<file path="src/rtl/key_encoder4_pkg.sv">
// Shared types for the key encoder: FSM state encoding and key-bus widths.
package key_encoder4_pkg;

    localparam int KEYS   = 4;
    localparam int CODE_W = 2;

    typedef enum logic [1:0] {
        S_IDLE = 2'd0,
        S_DEB  = 2'd1,
        S_OUT  = 2'd2,
        S_REL  = 2'd3
    } state_t;

endpackage

</file>
<file path="src/rtl/key_encoder4_prio_enc4.sv">
// Combinational 4->2 priority encoder: highest-numbered set line wins.
module prio_enc4
    import key_encoder4_pkg::*;
(
    input  logic [KEYS-1:0]   lines,
    output logic [CODE_W-1:0] code,
    output logic              multi,
    output logic              any
);

    // NOTE: every output gets a default first so no path through the case infers a latch.
    always_comb begin
        code = '0;
        casez (lines)
            4'b1???: code = 2'd3;
            4'b01??: code = 2'd2;
            4'b001?: code = 2'd1;
            default: code = 2'd0;
        endcase
    end

    // Clearing the lowest set bit leaves something only if two or more were set.
    assign multi = (lines & (lines - 4'd1)) != '0;
    assign any   = lines != '0;

endmodule

</file>
<file path="src/rtl/key_encoder4.sv">
// Synchronises, debounces and priority-encodes four key lines into one
// 2-bit code per press, delivered on a valid/ready handshake.
module key_encoder4
    import key_encoder4_pkg::*;
#(
    parameter int DEBOUNCE = 4,
    parameter int CW       = 17
) (
    input  logic              clk,
    input  logic              rst,
    input  logic [KEYS-1:0]   key,
    input  logic              ready,
    output logic              valid,
    output logic [CODE_W-1:0] code,
    output logic              multi,
    output logic              busy
);

    localparam logic [CW-1:0] DEB_LIMIT = CW'(DEBOUNCE);

    logic [KEYS-1:0]   s1, s2, hp;
    logic [CW-1:0]     cnt;
    state_t            state;

    logic [KEYS-1:0]   pat;
    logic [KEYS-1:0]   enc_in;
    logic [CODE_W-1:0] enc_code;
    logic              enc_multi;
    logic              enc_any;
    logic [CW-1:0]     cnt_inc;

    assign pat     = s2;
    assign cnt_inc = cnt + 1'b1;
    assign busy    = (state != S_IDLE);

    // In IDLE the encoder looks at the live pattern so a DEBOUNCE==1 build
    // can report on the very sample that starts the press.
    assign enc_in = (state == S_IDLE) ? pat : hp;

    prio_enc4 u_prio_enc4 (
        .lines (enc_in),
        .code  (enc_code),
        .multi (enc_multi),
        .any   (enc_any)
    );

    // NOTE: sequential state uses non-blocking assignments so every flop
    // samples the pre-edge values, which is what makes s1->s2 a real two-stage chain.
    always_ff @(posedge clk) begin
        if (rst) begin
            s1    <= '0;
            s2    <= '0;
            hp    <= '0;
            cnt   <= '0;
            state <= S_IDLE;
            valid <= 1'b0;
            code  <= '0;
            multi <= 1'b0;
        end else begin
            s1 <= key;
            s2 <= s1;
            case (state)
                S_IDLE: begin
                    if (enc_any) begin
                        hp  <= pat;
                        cnt <= CW'(1);
                        if (DEBOUNCE == 1) begin
                            state <= S_OUT;
                            valid <= 1'b1;
                            code  <= enc_code;
                            multi <= enc_multi;
                        end else begin
                            state <= S_DEB;
                        end
                    end
                end
                S_DEB: begin
                    if (pat == '0) begin
                        state <= S_IDLE;
                    end else if (pat != hp) begin
                        hp  <= pat;
                        cnt <= CW'(1);
                    end else if (cnt_inc == DEB_LIMIT) begin
                        state <= S_OUT;
                        valid <= 1'b1;
                        code  <= enc_code;
                        multi <= enc_multi;
                    end else begin
                        cnt <= cnt_inc;
                    end
                end
                S_OUT: begin
                    if (valid && ready) begin
                        state <= S_REL;
                        valid <= 1'b0;
                        cnt   <= '0;
                    end
                end
                S_REL: begin
                    // Any key activity restarts the release count; only a
                    // clean run of zero samples rearms the encoder.
                    if (pat != '0) begin
                        cnt <= '0;
                    end else if (cnt_inc == DEB_LIMIT) begin
                        state <= S_IDLE;
                    end else begin
                        cnt <= cnt_inc;
                    end
                end
                default: state <= S_IDLE;
            endcase
        end
    end

endmodule

</file>
<file path="config.mk">
export PLATFORM = sky130hd
export DESIGN_NAME = key_encoder4
export DESIGN_NICKNAME = d
export VERILOG_FILES = /design/src/rtl/key_encoder4_pkg.sv /design/src/rtl/key_encoder4_prio_enc4.sv /design/src/rtl/key_encoder4.sv
export SDC_FILE = /design/constraint.sdc
export NUM_CORES = 1
export LEC_CHECK = 0
export ABC_AREA = 1
export BUFFER_PORTS_ARGS = -buffer_cell sky130_fd_sc_hd__buf_2
export CAP_MARGIN = 0
export CORE_ASPECT_RATIO = 0.5
export CORE_MARGIN = 1
export CORE_UTILIZATION = 40
export CTS_BUF_LIST = sky130_fd_sc_hd__clkbuf_4 sky130_fd_sc_hd__clkbuf_8
export DETAILED_ROUTE_END_ITERATION = 10
export HOLD_SLACK_MARGIN = 0.02
export REMOVE_ABC_BUFFERS = 1
export SYNTH_ARGS = -nofsm -noshare
export SYNTH_HDL_FRONTEND = slang
export SYNTH_SLANG_ARGS = --single-unit
</file>
<file path="constraint.sdc">
create_clock -name clk -period 4.8 [get_ports clk]
set_input_delay 0.48 -clock clk [delete_from_list [all_inputs] [get_ports clk]]
set_output_delay 0.48 -clock clk [all_outputs]
set_load 0.01 [all_outputs]
</file>
==> results.sh <==
export IMPL_synth_area_per_cell_um2=6.98
export IMPL_crit_chain="ha_1 > inv_1 > nor2_4 > nand3_1 > nand2_1 > nand2_1 > nor2_1 > nand2_1 > nor2_2 > nand2_4 > nand2_8 > o21ai_0 > a211oi_2"
export IMPL_fillers=487
export IMPL_cts_clk_slew_worst_paths_ns=0.08
export IMPL_period_share=0.486
export IMPL_place_hpwl_um=3110
export IMPL_relSlewSlack=0.340
export IMPL_io_buffers=11
export IMPL_ir_worst_vdd_v=0.000301
export IMPL_htreeDepth=2
export IMPL_initial_core_util=0.440
export IMPL_critPathSlowestCell="dfxtp_1"
export IMPL_critical_path_max_stage_delay_ns=0.42
export IMPL_clockBufferDepth=2
export IMPL_pwr_share_comb=0.399
export IMPL_antenna_found_initial=0
export IMPL_regArea_um2=701
export IMPL_cts_sinks=35
export IMPL_crit_required_ns=5.01
export IMPL_io_pins=12
export IMPL_fin_cells=372
export IMPL_cp_num_buf_inv=1
export IMPL_tightest_slew_ns=0.990
export IMPL_dr_pass1_iters=4
export IMPL_rsz0062_at_grt="no"
export IMPL_run_status="finished clean"
export IMPL_die_w_um=103
export IMPL_clk_latency_ns=0.29
export IMPL_wl_per_cell_um=11.2
export IMPL_intPower_w=0.000720
export IMPL_ys_warnings_count=0
export IMPL_dp_cells=364
export IMPL_maxCapViolations=0
export IMPL_drive_gt1_frac=0.170
export IMPL_grt_max_degree=29
export IMPL_p_leak_nw=0.913
export IMPL_ctsResizeCount=0
export IMPL_syn_inst=292
export IMPL_hold_path_class="primary input to register"
export IMPL_worstSetupEndpointType="register"
export IMPL_wirelength_um=4180
export IMPL_rows=17
export IMPL_yosysTopAreaCell="dfxtp_1"
export IMPL_die_h_um=52.5
export IMPL_startpoint_type="register"
export IMPL_synth_area_leaders="dfxtp_1 34%, nand2_1 11%, nor2_1 7.5%"
export IMPL_grt_pass1_wl_um=7290
export IMPL_grt_pass1_vias=1682
export IMPL_drt_iter0_drc=42
export IMPL_grt_total_usage=0.178
export IMPL_powerDensity_nw_per_um2=540
export IMPL_worst_path_most_repeated_cell="nand2_1"
export IMPL_ys_ff_latch=35
export IMPL_fmax_mhz=429
export IMPL_drtAntennaViolNets=0
export IMPL_area_delta_synth_final_pct=11.6
export IMPL_postCtsSetupRepairBufs=0
export IMPL_die_area_um2=5410
export IMPL_slew_viol_final=0
export IMPL_worstPathMaxFanout=28
export IMPL_cp_top_family="simple AND/OR/NAND/NOR gates"
export IMPL_vias=1828
export IMPL_multi_input_area_um2=1140
export IMPL_via_per_inst=4.91
export IMPL_power_frac_seq=0.340
export IMPL_yosysSeqAreaShare=0.344
export IMPL_tns_ns=0
export IMPL_swShare=0.414
export IMPL_num_nets_final=313
export IMPL_path_class="register to register"
export IMPL_coreArea_um2=4640
export IMPL_cts_tree="built"
export IMPL_finalSetupViolations=0
export IMPL_reg2reg_setup_slack_ns=2.47
export IMPL_switching_power_w=0.000508
export IMPL_gp_congestion=0.890
export IMPL_cts_hold_buf=0
export IMPL_worst_ep_arrival_time_ns=2.55
export IMPL_root_buffer="clkbuf_8"
export IMPL_clockPowerShare=0.261
export IMPL_yosysTopAreaCellShare=0.344
export IMPL_synthesis_area_um2=2040
export IMPL_diodes=0
export IMPL_grt_overflow=0
export IMPL_cts_buffers=5
export IMPL_drc=0
export IMPL_min_period_ns=2.33
export IMPL_skew_ns=0.00536
export IMPL_synth_distinct_cells=32
export IMPL_hold_viol_final=0
[power groups by stage]
stage | Clock [W] | Combinational, W | Sequential, W
after global routing | 0.000337 | 0.000557 | 0.000426
after detailed placement | 0 | 0.000490 | 0.000423
final | 0.000321 | 0.000490 | 0.000417
after CTS | 0.000328 | 0.000493 | 0.000416
after global placement | 0 | 0.000484 | 0.000421
after floorplan | 0 | 0.000405 | 0.000408
[cell usage after synthesis (all sizes together)]
cell and instances:
a22oi 1, o21ai 20, nand3 18, xor2 6, nor3 4, nand4 9, a211oi 11, ha 1
nor3b 1, or2 1, dfxtp 35, buf 3, o21bai 1, clkbuf 2, a311oi 1, nand2 68
nor2 49, nor4 1, and2 1, a21oi 15, and3 1, inv 42, a31oi 1
[path summary, 6_finish.rpt]
check,from,endpoint,cells past startpoint
setup / recovery,cnt[0],cnt[4],13
hold / removal,key[3],s1[3],3
setup reg to reg,cnt[0],cnt[4],13
hold reg to reg,s1[1],pat[1],2
[worst min-delay path, stage by stage]
cell,delay [ns]
buf_2,0.10
inv_1,0.04
nor2_1,0.03
[layout by cell type, fill, tap and decap left out, types with 2 or more instances in the layout]
cell,n
dfxtp_1,35
a21oi_1,15
xor2_1,6
clkbuf_8,5
nor2_2,3
inv_2,3
o21ai_0,19
inv_1,39
nor3_1,2
nand4_1,9
nor2_1,41
nor2_4,5
nand3_1,18
nand2_2,4
nand2_1,62
nor3_2,2
a211oi_2,11
bufinv_16,2
buf_2,11
[per-layer routing]
layer | vias to the layer above | track usage | part of all wire
met1 | 821 | 0.217 | 0.51
met3 | 7 | 0.0480 | 0.029
met2 | 23 | 0.302 | 0.45
li1 | 977 | - | -
met5 | - | 0 | 0
met4 | 0 | 0.0681 | 0.013
[logic make-up after synthesis]
kind of cell	count (synthesis)	share of synthesized area
compound gates	50	0.170
xor+xnor	6	0.0258
fa+ha+maj	1	0.00613
buf+inv	47	0.0957
flops	35	0.344
simple gates	153	0.359
[state kept, by name (all words and copies together) (netlist names), named ones only]
signal	flops
s1	4
code	2
pat	4
state	1
cnt	17
hp	4
multi	1
valid	1
[area by class of cell]
cell class | instances | share of cell area
Clock buffer | 5 | 0.0302
Clock inverter | 3 | 0.0297
Inverter | 42 | 0.0693
Multi-Input combinational cell | 210 | 0.502
Sequential cell | 35 | 0.308
Tap cell | 66 | 0.0363
Timing Repair Buffer | 11 | 0.0242
[through the flow]
step	power (W)	util	setup WS [ns]	cell area [um2]	hold WS [ns]
after floorplan	0.000813	-	2.85	2000	0.388
after global placement	0.000906	0.461	2.59	2140	0.389
after detailed placement	0.000913	0.461	2.53	2140	0.395
after CTS	0.00124	0.491	2.47	2280	0.378
after global routing	0.00132	0.491	2.24	2280	0.393
final	0.00123	0.491	2.47	2280	0.385
Power figures use the tool's default switching activity.
